$ cat src/rtl/cpu_ctrl_pkg.sv
// ---------------------------------------------------------------------------
// cpu_ctrl_pkg
// Shared types and constants for the accumulator CPU control sequencer.
//   state_t          : sequencer phase encoding
//   DEFAULT_TIMEOUT  : default number of cycles MEM waits for a DM acknowledge
//   DEFAULT_CNT_W    : default width of the retired-instruction counter
//   timer_width()    : bit width needed to count 0 .. timeout-1
// ---------------------------------------------------------------------------
package cpu_ctrl_pkg;

  typedef enum logic [2:0] {
    S_HALT   = 3'd0,
    S_FETCH  = 3'd1,
    S_DECODE = 3'd2,
    S_MEM    = 3'd3,
    S_EXEC   = 3'd4,
    S_WB     = 3'd5
  } state_t;

  localparam int DEFAULT_TIMEOUT = 16;
  localparam int DEFAULT_CNT_W   = 16;

  // A timeout of 2 still needs one bit to distinguish the two wait cycles.
  function automatic int timer_width(input int timeout);
    return (timeout <= 2) ? 1 : $clog2(timeout);
  endfunction

endpackage

$ cat src/rtl/dm_wait_timer.sv
// ---------------------------------------------------------------------------
// dm_wait_timer
// Counts the cycles spent waiting on the data memory and flags the last
// permitted wait cycle.
// Ports:
//   clk      in   system clock
//   rst_n    in   synchronous reset, active-low
//   clear    in   force the count back to zero
//   count_en in   advance the count by one this cycle
//   expired  out  count has reached TIMEOUT-1
// ---------------------------------------------------------------------------
module dm_wait_timer
  import cpu_ctrl_pkg::*;
#(
  parameter int TIMEOUT = DEFAULT_TIMEOUT
) (
  input  logic clk,
  input  logic rst_n,
  input  logic clear,
  input  logic count_en,
  output logic expired
);

  localparam int W = timer_width(TIMEOUT);
  localparam logic [W-1:0] LAST = W'(TIMEOUT - 1);

  logic [W-1:0] count;

  // Saturates at LAST so a stalled sequencer can never wrap back to zero.
  always_ff @(posedge clk) begin
    if (!rst_n) begin
      count <= '0;
    end else if (clear) begin
      count <= '0;
    end else if (count_en && !expired) begin
      count <= count + W'(1);
    end
  end

  assign expired = (count == LAST);

endmodule

$ cat src/rtl/cpu_sequencer.sv
// ---------------------------------------------------------------------------
// cpu_sequencer
// Multi-cycle control FSM for the 8-bit accumulator CPU. Splits every
// instruction into FETCH/DECODE/MEM/EXEC/WB, drives all datapath enables,
// handshakes with a variable-latency data memory (with timeout) and provides
// run/stop/single-step debug control.
// Ports:
//   CLK, RST             clock, synchronous active-low reset
//   RUN, STEP            run level (edge detected), single-step pulse
//   DEC_*                instruction classification from the decoder
//   DM_ACK               data memory access complete pulse
//   IR_EN, PC_EN, JMP_EN instruction register / program counter controls
//   ACC_EN, RF_EN, FR_EN accumulator, register file, flag write enables
//   DM_REQ, DM_WE        data memory request and write qualifier
//   HALTED, ERR          in HALT state, sticky bus-timeout error
//   RETIRED              count of completed instructions
// ---------------------------------------------------------------------------
module cpu_sequencer
  import cpu_ctrl_pkg::*;
#(
  parameter int TIMEOUT = DEFAULT_TIMEOUT,
  parameter int CNT_W   = DEFAULT_CNT_W
) (
  input  logic             CLK,
  input  logic             RST,
  input  logic             RUN,
  input  logic             STEP,
  input  logic             DEC_HALT,
  input  logic             DEC_DM_RD,
  input  logic             DEC_DM_WR,
  input  logic             DEC_ACC_WR,
  input  logic             DEC_RF_WR,
  input  logic             DEC_FR_WR,
  input  logic             DEC_JMP,
  input  logic             DM_ACK,
  output logic             IR_EN,
  output logic             PC_EN,
  output logic             JMP_EN,
  output logic             ACC_EN,
  output logic             RF_EN,
  output logic             FR_EN,
  output logic             DM_REQ,
  output logic             DM_WE,
  output logic             HALTED,
  output logic             ERR,
  output logic [CNT_W-1:0] RETIRED
);

  state_t state;
  state_t next_state;

  logic run_q;
  logic run_rise;
  logic run_fall;
  logic step_mode;
  logic stop_pending;
  logic err;
  logic [CNT_W-1:0] retired;

  logic timer_expired;
  logic timeout_hit;
  logic retire;
  logic enter_halt;
  logic leave_halt;

  assign run_rise = RUN & ~run_q;
  assign run_fall = ~RUN & run_q;

  // Acknowledge wins over an expiry arriving in the same cycle.
  assign timeout_hit = (state == S_MEM) && !DM_ACK && timer_expired;

  // An instruction retires in WB, or in DECODE when it is itself a HALT.
  assign retire = (state == S_WB) || ((state == S_DECODE) && DEC_HALT);

  assign enter_halt = (next_state == S_HALT) && (state != S_HALT);
  assign leave_halt = (state == S_HALT) && (next_state == S_FETCH);

  // The timer is held at zero outside MEM, so it always starts from zero on
  // the first MEM cycle.
  dm_wait_timer #(
    .TIMEOUT (TIMEOUT)
  ) u_wait_timer (
    .clk      (CLK),
    .rst_n    (RST),
    .clear    (state != S_MEM),
    .count_en (state == S_MEM),
    .expired  (timer_expired)
  );

  // State register.
  always_ff @(posedge CLK) begin
    if (!RST) begin
      state <= S_HALT;
    end else begin
      state <= next_state;
    end
  end

  // Next-state logic. A RUN fall seen during WB itself also ends free-run
  // immediately rather than starting another fetch.
  always_comb begin
    next_state = state;
    case (state)
      S_HALT: begin
        if (!err && (run_rise || STEP)) begin
          next_state = S_FETCH;
        end
      end
      S_FETCH: next_state = S_DECODE;
      S_DECODE: begin
        if (DEC_HALT) begin
          next_state = S_HALT;
        end else if (DEC_DM_RD || DEC_DM_WR) begin
          next_state = S_MEM;
        end else begin
          next_state = S_EXEC;
        end
      end
      S_MEM: begin
        if (DM_ACK) begin
          next_state = DEC_DM_WR ? S_WB : S_EXEC;
        end else if (timer_expired) begin
          next_state = S_HALT;
        end
      end
      S_EXEC: next_state = S_WB;
      S_WB: begin
        if (step_mode || stop_pending || run_fall) begin
          next_state = S_HALT;
        end else begin
          next_state = S_FETCH;
        end
      end
      default: next_state = S_HALT;
    endcase
  end

  // Output decode. Decoder inputs are stable from DECODE onward because the
  // instruction register only loads in FETCH.
  always_comb begin
    IR_EN  = 1'b0;
    PC_EN  = 1'b0;
    JMP_EN = 1'b0;
    ACC_EN = 1'b0;
    RF_EN  = 1'b0;
    FR_EN  = 1'b0;
    DM_REQ = 1'b0;
    DM_WE  = 1'b0;
    case (state)
      S_FETCH: IR_EN = 1'b1;
      S_DECODE: PC_EN = DEC_HALT;
      S_MEM: begin
        DM_REQ = 1'b1;
        DM_WE  = DEC_DM_WR;
      end
      S_WB: begin
        ACC_EN = DEC_ACC_WR;
        RF_EN  = DEC_RF_WR;
        FR_EN  = DEC_FR_WR;
        PC_EN  = 1'b1;
        JMP_EN = DEC_JMP;
      end
      default: ;
    endcase
  end

  // Debug control flags. Step mode is chosen at the moment HALT is left;
  // when RUN rises together with STEP, free-run takes priority.
  always_ff @(posedge CLK) begin
    if (!RST) begin
      run_q        <= 1'b0;
      step_mode    <= 1'b0;
      stop_pending <= 1'b0;
    end else begin
      run_q <= RUN;
      if (leave_halt) begin
        step_mode <= ~run_rise;
      end else if (enter_halt) begin
        step_mode <= 1'b0;
      end
      if (enter_halt) begin
        stop_pending <= 1'b0;
      end else if (run_fall && (state != S_HALT)) begin
        stop_pending <= 1'b1;
      end
    end
  end

  // Sticky bus error and retired-instruction counter (wraps naturally).
  always_ff @(posedge CLK) begin
    if (!RST) begin
      err     <= 1'b0;
      retired <= '0;
    end else begin
      if (timeout_hit) begin
        err <= 1'b1;
      end
      if (retire) begin
        retired <= retired + CNT_W'(1);
      end
    end
  end

  assign HALTED  = (state == S_HALT);
  assign ERR     = err;
  assign RETIRED = retired;

endmodule

$ cat config.mk
export PLATFORM = sky130hd
export DESIGN_NAME = cpu_sequencer
export DESIGN_NICKNAME = d
export VERILOG_FILES = /design/src/rtl/cpu_ctrl_pkg.sv /design/src/rtl/dm_wait_timer.sv /design/src/rtl/cpu_sequencer.sv
export SDC_FILE = /design/constraint.sdc
export NUM_CORES = 1
export LEC_CHECK = 0
export BUFFER_PORTS_ARGS = -buffer_cell sky130_fd_sc_hd__buf_2
export CORE_MARGIN = 5
export CORE_UTILIZATION = 50
export CTS_CLUSTER_SIZE = 24
export DETAILED_ROUTE_END_ITERATION = 10
export PLACE_DENSITY = 0.77
export SLEW_MARGIN = 25
export SYNTH_ARGS = -nofsm -noshare
export SYNTH_HDL_FRONTEND = slang
export SYNTH_SLANG_ARGS = --single-unit
$ cat constraint.sdc
create_clock -name CLK -period 3.2 [get_ports CLK]
set_input_delay 0.48 -clock CLK [delete_from_list [all_inputs] [get_ports CLK]]
set_output_delay 0.48 -clock CLK [all_outputs]
set_load 0.05 [all_outputs]
Yosys cells after proc, flatten, opt, wreduce, memory -nomap -nowiden
Index checks and enable logic that the tools add are counted.
Widths: inputs -> output; s select.
{ "totals": {"in_bits": 12, "output_inout_bits": 26, "register_bits": 27, "wordCells": 63} }
{ "op_classes": {"add_sub_neg": 2, "n_eq_ne": 8, "n_reduce_logical": 22, "n_bitwise": 6, "n_mux": 18} }
{ "ops": {"columns": ["op", "n"], "rows": [
  ["$pmux 3 s6", 1],
  ["$add 16x1->16 const B", 1],
  ["$mux 3", 5],
  ["$mux 1", 11],
  ["$logic_and 1x1->1", 8],
  ["$eq 3x1->1 const B", 2],
  ["$eq 3x2->1 const B", 2],
  ["$eq 3x3->1 const B", 2],
  ["$logic_not 3->1", 2],
  ["$logic_or 1x1->1", 5],
  ["$add 4x1->4 const B", 1],
  ["$eq 4x4->1 const B", 1],
  ["$not 1->1", 4],
  ["$reduce_or 2->1", 2],
  ["$logic_not 1->1", 3],
  ["$ne 3x2->1 const B", 1],
  ["$reduce_bool 3->1", 1],
  ["$and 1x1->1", 2],
  ["$pmux 1 s2", 1],
  ["$reduce_bool 2->1", 1]
]} }

Longest topological paths before layout
Gate-level depths: netlist of run 1.
{ "logic_depth": {"depth_word": 10, "mapped_depth": 7, "depth_no_buf": 5} }

By module
Synthesis of run 1 repeated with hierarchy kept, for this count alone.
{ "unflattened": {"hier_cells": 168, "area_unflattened_um2": 1426.4} }
{ "modules_own_cells": {"columns": ["mod", "instances", "cells_per_inst", "seq_area_each_um2", "area_per_inst_um2"], "rows": [
  ["cpu_sequencer", 1, 146, 460.4, 1228.7],
  ["dm_wait_timer", 1, 22, 80.1, 197.7]
]} }

Worst setup path before layout of run 1
OpenSTA, ideal clock, no wires.
{ "synth_path": {"kind": "register to register", "start": "reg state[0]", "end": "reg step_mode", "arrival_time_ps": 2449, "required_ps": 3114, "path_slack_ps": 665, "n_path_buf": 1, "setup_ps": 86, "stages_incl_launch_ff": 6, "synth_period_minus_slack_ps": 2535, "cell_sequence": "dfxtp_1 buf_2 nor3_1 o211a_1 mux2_2 a211oi_1"} }
{ "synth_between": {"word_cells_on_any_way": 17, "classes_between": "eq/ne: 6; mux: 5; reduce/logical: 6"} }
{ "synth_lines": {"columns": ["item", "line", "rtl"], "rows": [
  ["from (decl)", "cpu_sequencer.sv:49", "state_t state;"],
  ["from (signal assigned)", "cpu_sequencer.sv:95", "state <= next_state;"],
  ["$logic_not 3->1 *", null, null],
  ["net HALTED", "cpu_sequencer.sv:44", "output logic HALTED,"],
  ["$pmux 3 s6", "cpu_sequencer.sv:103", "case (state)"],
  ["$eq 3x1->1 or $logic_not 3->1 (tied branches)", "cpu_sequencer.sv:76, cpu_sequencer.sv:75", null],
  ["$logic_and 1x1->1, on equally long branches", "cpu_sequencer.sv:76, cpu_sequencer.sv:75", null],
  ["$mux 1 or $reduce_bool 2->1 (tied branches)", null, null],
  ["to (signal assigned)", "cpu_sequencer.sv:177", "step_mode <= ~run_rise;"],
  ["to (decl)", "cpu_sequencer.sv:55", "logic step_mode;"]
]} }
Mark *: on every way through the listed nets, which the timed path passes. The rest lies on a longest branch.
A chain may end at the register's enable or synchronous reset.

Final worst setup path of run 1
{ "layout_path": {"start": "reg state[0]", "end": "out PC_EN"} }
{ "layout_between": {"elab_chain_cells": 2, "word_cells_on_any_way": 3, "classes_between": "eq/ne: 2; mux: 1"} }
{ "layout_rtl": {"columns": ["item", "line", "rtl"], "rows": [
  ["$eq 3x3->1 or $eq 3x2->1 (tied branches)", "cpu_sequencer.sv:149", "case (state)"],
  ["$pmux 1 s2 *", "cpu_sequencer.sv:149", null],
  ["to (decl)", "cpu_sequencer.sv:37", "output logic PC_EN,"]
]} }
Every way passes the cells marked *; elsewhere a longest branch is shown, timed or not.

==> run metrics, run 1 <==
Clock Pin Slew Worst Setup and Hold Paths=0.14 ns; YS warnings=0; # DRC=0; number of synthesized flops with an enable pin=0; Clock Skews=0.005126 ns; Final Critical Period=2.158 ns; Cells after DPL=219; VDD IR-drop max=0.3077 mV; htree depth=1; Die W=61.92 um; fmax=463.4 MHz; Non-Filler Instances=223; CTS Buffer Depth=2; simple-gate share of the synthesized area=0.2795; Post-Route WL=2881 um; initial antenna violation count=0; R2R cell count=4; outcome=finished, final reports clean; max-cap viol count=0; DIE HEIGHT=61.92 um; final instance area=1564 um^2; # resized after CTS=0; Area Overhead vs Synth=16.06%; Iteration-0 DRC Markers=48; hold crit path type=primary input to register; Hold EP=run_q$_SDFF_PN0_; area of the multi-input gates=744.5 um^2; asr flop ratio synth=0; worst-margin pin slew=0.5181 ns; Setup Viol. Count Final=0; main combinational cell family by area after synthesis=simple AND/OR/NAND/NOR gates; core area=2522 um^2; Synth Area in Adders=0.01857; Post-CTS Setup Repair Bufs=0; reg2reg start=state[0]$_SDFF_PN0_; Clock Sinks=27; GP Congestion=0.8447; Cell Area, Synth=1348 um^2; ANT cells=0; hold path cells=2; DR WL/cell=12.92 um; Synth Area in XOR/XNOR=0.03250; #FFs+latches synth=27; pwr dens=381.6 nW/um^2; RSZ-0062 raised after global routing=no; Synth Area in Compound Gates=0.2061; final hold viol count=0; Clock Latency Late Sink=0.32 ns; first-pass GRT wire length=4871 um; global route overflow=0; placed inst area=1538 um^2; CP Launch Type=register; Nets=208; Vias=1273; critical path class=register to output port; Final Max Tran Viols=0; Port Buffer Count=37; hpwl dp=2235 um; R2R setup slack=1.22 ns; largest net degree at the start of global routing=20; CTS tree=yes; Syn Area/Cell=8.475 um^2; post-synth net total=173; Synth Instances=159; Routed Antenna Nets=0; Num CTS Buffers=3; Worst EP arrival=1.68 ns; fraction of layout cells with a size suffix above 1=0.2383; critical path capture point type=output port; die area=3833 um^2; vias in the first global route=1173; CTS Root Buffer Type=clkbuf_4; Pwr Total=0.5969 mW; storage element area=540.5 um^2; Hold Path Origin=RUN; fill count=248; FF-to-FF End=RETIRED[15]$_SDFFE_PN0P_; count of cell types in the netlist=39; post-DR vias/cell=5.709; worst relative slew slack=0.6525; register area share after synthesis=0.4011; I/O pin cnt=38; Static Leak=0.6696 nW; DRT Pass-1 Iters=4; Critical Path RT=2.72 ns; CTS Hold Bufs=0; crit-path max FO=11; row count=18; mux share of post-synthesis cell area=0.01578; Main synth FF type=dfxtp_1; Final TNS setup=0 ns; fin crit share=0.6743; Initial Util=0.5342; gr usage total=0.1667
[cells by family after synthesis]
| kind of cell | after synthesis |
|---|---|
| XOR/XNOR | 5 |
| multiplexers | 2 |
| AO/OA/AOI/OAI | 43 |
| flip-flops | 27 |
| buffers and inverters | 15 |
| adder cells (fa/ha/maj) | 2 |
| AND/OR/NAND/NOR | 65 |
[synthesized netlist by cell type (all sizes together), types with 2 or more instances]
library cell  count  area share
dfxtp            27        0.40
a21oi            17       0.063
nor2             13       0.036
nand2             9       0.025
and2              7       0.032
inv               7       0.020
o21ai             7       0.026
o31ai             7       0.039
nand3             6       0.026
or4               6       0.033
buf               5       0.019
nor3              5       0.019
nor2b             4       0.019
or3               4       0.019
a211oi            3       0.017
xor2              3       0.020
a31oi             2      0.0093
and3b             2       0.013
and4              2       0.013
clkbuf            2      0.0056
ha                2       0.019
o2111ai           2       0.018
o21a              2       0.011
xnor2             2       0.013
[through the flow]
step | util | setup WS [ns] | hold slack [ns]
floorplan | - | 0.6654 | 0.4610
global placement | 0.6096 | 1.321 | 0.4601
detailed placement | 0.6096 | 1.251 | 0.4713
CTS | 0.6200 | 1.024 | 0.3905
global route | 0.6200 | 0.8940 | 0.3916
finish | 0.6200 | 1.042 | 0.3945
[report_power, final]
group          internal, mW  switching [mW]
clock                0.0489          0.0962
sequential            0.345          0.0123
combinational        0.0321          0.0626
[worst max-delay path by stage]
| stage | cells past startpoint | end | startpoint |
|---|---|---|---|
| 2_1_floorplan | 5 | step_mode$_SDFFE_PN0P_ | state[0]$_SDFF_PN0_ |
| 3_3_place_gp | 4 | RETIRED[15]$_SDFFE_PN0P_ | state[0]$_SDFF_PN0_ |
| 3_5_place_dp | 4 | RETIRED[15]$_SDFFE_PN0P_ | state[0]$_SDFF_PN0_ |
| 4_1_cts | 4 | PC_EN | state[0]$_SDFF_PN0_ |
| 5_1_grt | 4 | PC_EN | state[0]$_SDFF_PN0_ |
| 6_report | 4 | PC_EN | state[0]$_SDFF_PN0_ |
[final cells by class]
cell class	count	area share
multi-input cells	117	0.4760
flip-flops and latches	27	0.3456
repair buffers	37	0.1184
well taps	30	0.02400
inverters	8	0.01920
clock buffers	4	0.01680
[per-layer routing]
layer | vias to the layer above | track usage | routed length [um]
li1 | 648 | - | -
met5 | - | 0 | 0
met4 | 0 | 0.06364 | 39
met1 | 589 | 0.2005 | 1229
met2 | 31 | 0.2975 | 1460
met3 | 5 | 0.02479 | 152
[placed cells by master, fill, tap and decap left out, types with 2 or more instances in the layout]
| cell type | count |
|---|---|
| a211oi_1 | 3 |
| a21oi_1 | 17 |
| a31oi_1 | 2 |
| and2_1 | 7 |
| and3b_1 | 2 |
| and4_1 | 2 |
| buf_2 | 37 |
| clkbuf_4 | 3 |
| dfxtp_1 | 27 |
| ha_1 | 2 |
| inv_1 | 7 |
| nand2_1 | 9 |
| nand3_1 | 5 |
| nor2_1 | 13 |
| nor2b_1 | 4 |
| nor3_1 | 5 |
| o21a_1 | 2 |
| o21ai_0 | 7 |
| o31ai_1 | 7 |
| or3_1 | 4 |
| or4_1 | 6 |
| xnor2_1 | 2 |
| xor2_1 | 3 |
[critical path, stage by stage (launching register included)]
cell,delay [ns]
dfxtp_1,0.52
and3b_1,0.38
nor2_1,0.13
inv_1,0.07
buf_2,0.25
[flip-flops by register name, indices dropped and copies added (netlist names)]
name                flops
state                   3
stop_pending            1
ERR                     1
run_q                   1
RETIRED                16
u_wait_timer.count      4
step_mode               1
(Power assumes the default switching activity.)
==> inputs of run 2 (changes only) <==
Settings changed: ABC_AREA set to 1, PLACE_DENSITY 0.77 to 0.76.
Clock period 3.2 ns to 2.08 ns, I/O delays scaled along.
==> run 2 against run 1 <==
Critical path depth increased by 1. First-iteration DRC count increased by 19%. Setup slack got worse by 0.92 ns. Critical endpoint unchanged. Largest cell class unchanged. Hold slack got worse by 0.23 ns.
==> run metrics, run 2 <==
post-DR vias/cell=4.941; VDD IR-drop max=0.4145 mV; largest net degree at the start of global routing=17; Worst EP arrival=1.64 ns; Synth Area in Adders=0.01672; Final TNS setup=0 ns; critical path class=register to output port; # DRC=0; ANT cells=0; asr flop ratio synth=0; RSZ-0062 raised after global routing=no; initial antenna violation count=0; gr usage total=0.1585; CTS Hold Bufs=0; #FFs+latches synth=27; DRT Pass-1 Iters=4; Routed Antenna Nets=0; Port Buffer Count=37; area of the multi-input gates=809.5 um^2; storage element area=540.5 um^2; hold crit path type=primary input to register; Die W=64.71 um; crit-path max FO=15; max-cap viol count=0; CTS Buffer Depth=2; Area Overhead vs Synth=15.89%; Clock Pin Slew Worst Setup and Hold Paths=0.16 ns; fmax=511.8 MHz; Synth Area in XOR/XNOR=0.02926; Syn Area/Cell=6.896 um^2; fin util=0.6182; mux share of post-synthesis cell area=0; most common cell after layout, fill and taps aside=nand2_1; YS warnings=0; Cell Area, Synth=1496 um^2; synth cell count leaders=nand2_1 (46), nor2_1 (31), inv_1 (30), dfxtp_1 (27), a21oi_1 (15); die area=4187 um^2; critical path capture point type=output port; Initial Util=0.5335; max reg flops=16; most frequent cells in the layout=nand2_1 (46), buf_2 (37), nor2_1 (31), inv_1 (30), dfxtp_1 (27); Final Critical Period=1.954 ns; count of cell types in the netlist=29; register area share after synthesis=0.3612; Nets=271; CP Launch Type=register; final hold viol count=0; global route overflow=0; Clock Skews=0.008978 ns; count leader, synth=nand2_1; core area=2805 um^2; worst relative slew slack=0.7764; row count=19; fraction of layout cells with a size suffix above 1=0.2422; CTS tree=yes; vias in the first global route=1180; share of the synthesized area in the top cell type=0.3612; Num CTS Buffers=3; outcome=finished, final reports clean; htree depth=1; simple-gate share of the synthesized area=0.4022; fin crit share=0.9394; hpwl dp=2424 um; Post-CTS Setup Repair Bufs=0; Final Max Tran Viols=0; Clock Sinks=27; Static Leak=0.8396 nW; Synth Instances=217; Post-Route WL=3201 um; Main synth FF type=dfxtp_1; fill count=260; Iteration-0 DRC Markers=57; Synth Area in Compound Gates=0.09281; first-pass GRT wire length=5395 um; number of synthesized flops with an enable pin=0; GP Congestion=0.8516; DR WL/cell=11.15 um; Setup Viol. Count Final=0; # resized after CTS=0; main combinational cell family by area after synthesis=simple AND/OR/NAND/NOR gates; worst-margin pin slew=0.3341 ns; ranking of synthesized cells by area=dfxtp_1 (36%), nand2_1 (12%), nor2_1 (7.8%); Critical Path RT=1.77 ns; Synth area leader=dfxtp_1; I/O pin cnt=38; DIE HEIGHT=64.71 um; Vias=1418; Clock Latency Late Sink=0.34 ns; CTS Root Buffer Type=clkbuf_4; pwr dens=566.0 nW/um^2; post-synth net total=231
==> run 2: power breakdown <==
part           switching, mW  internal, mW
Clock                  0.165        0.0737
Combinational          0.139        0.0520
Sequential            0.0191         0.532
==> run 2: per-stage QoR <==
step	instance area (um^2)	hold slack [ns]	setup WS [ns]	cells	power [mW]
final	1734	0.1675	0.1260	287	0.9815
after global routing	1734	0.1790	0.03605	287	1.040
after CTS	1734	0.1528	0.1076	287	0.9984
after detailed placement	1704	0.4553	0.5145	283	0.7529
after global placement	1704	0.4504	0.5805	283	0.7511
after floorplan	1496	0.4055	0.2712	217	0.7065
==> run 2: per-layer routing <==
layer	wire [um]	GRT usage	vias to the layer above	part of all wire
li1	-	-	773	-
met1	1624	0.2251	597	0.51
met2	1304	0.2337	43	0.41
met3	228	0.03800	5	0.071
met4	42	0.05541	0	0.013
met5	0	0	-	0
==> run 2: worst paths after layout <==
kind	startpoint	end	slack, ns	cells after the start
setup reg to reg	RETIRED[0]$_SDFFE_PN0P_	RETIRED[14]$_SDFFE_PN0P_	0.51	7
hold / removal	RUN	run_q$_SDFF_PN0_	0.17	3
setup / recovery	state[2]$_SDFF_PN0_	PC_EN	0.13	5
hold reg to reg	RETIRED[4]$_SDFFE_PN0P_	RETIRED[4]$_SDFFE_PN0P_	0.47	2
==> run 2: layout make-up <==
type / instances / area share
tap: 31 / 0.02237
sequential: 27 / 0.3117
multi-input combinational: 154 / 0.4668
clock buffer: 3 / 0.01299
inverter: 34 / 0.07504
timing repair buffer: 37 / 0.1068
clock inverter: 1 / 0.004329
==> run 2: critical path, stage by stage (launching register included) <==
cell and delay (ns):
dfxtp_1 0.44, inv_2 0.09, nor2_2 0.13, nand2_2 0.11
nand2_4 0.22, buf_2 0.31
==> run 2: kinds of logic (layout without fill, tap and decap cells) <==
group	count (synthesis)	count (layout)
buffers and inverters	36	75
adder cells (fa/ha/maj)	2	2
XOR/XNOR	5	5
AND/OR/NAND/NOR	120	120
AO/OA/AOI/OAI	27	27
flip-flops	27	27
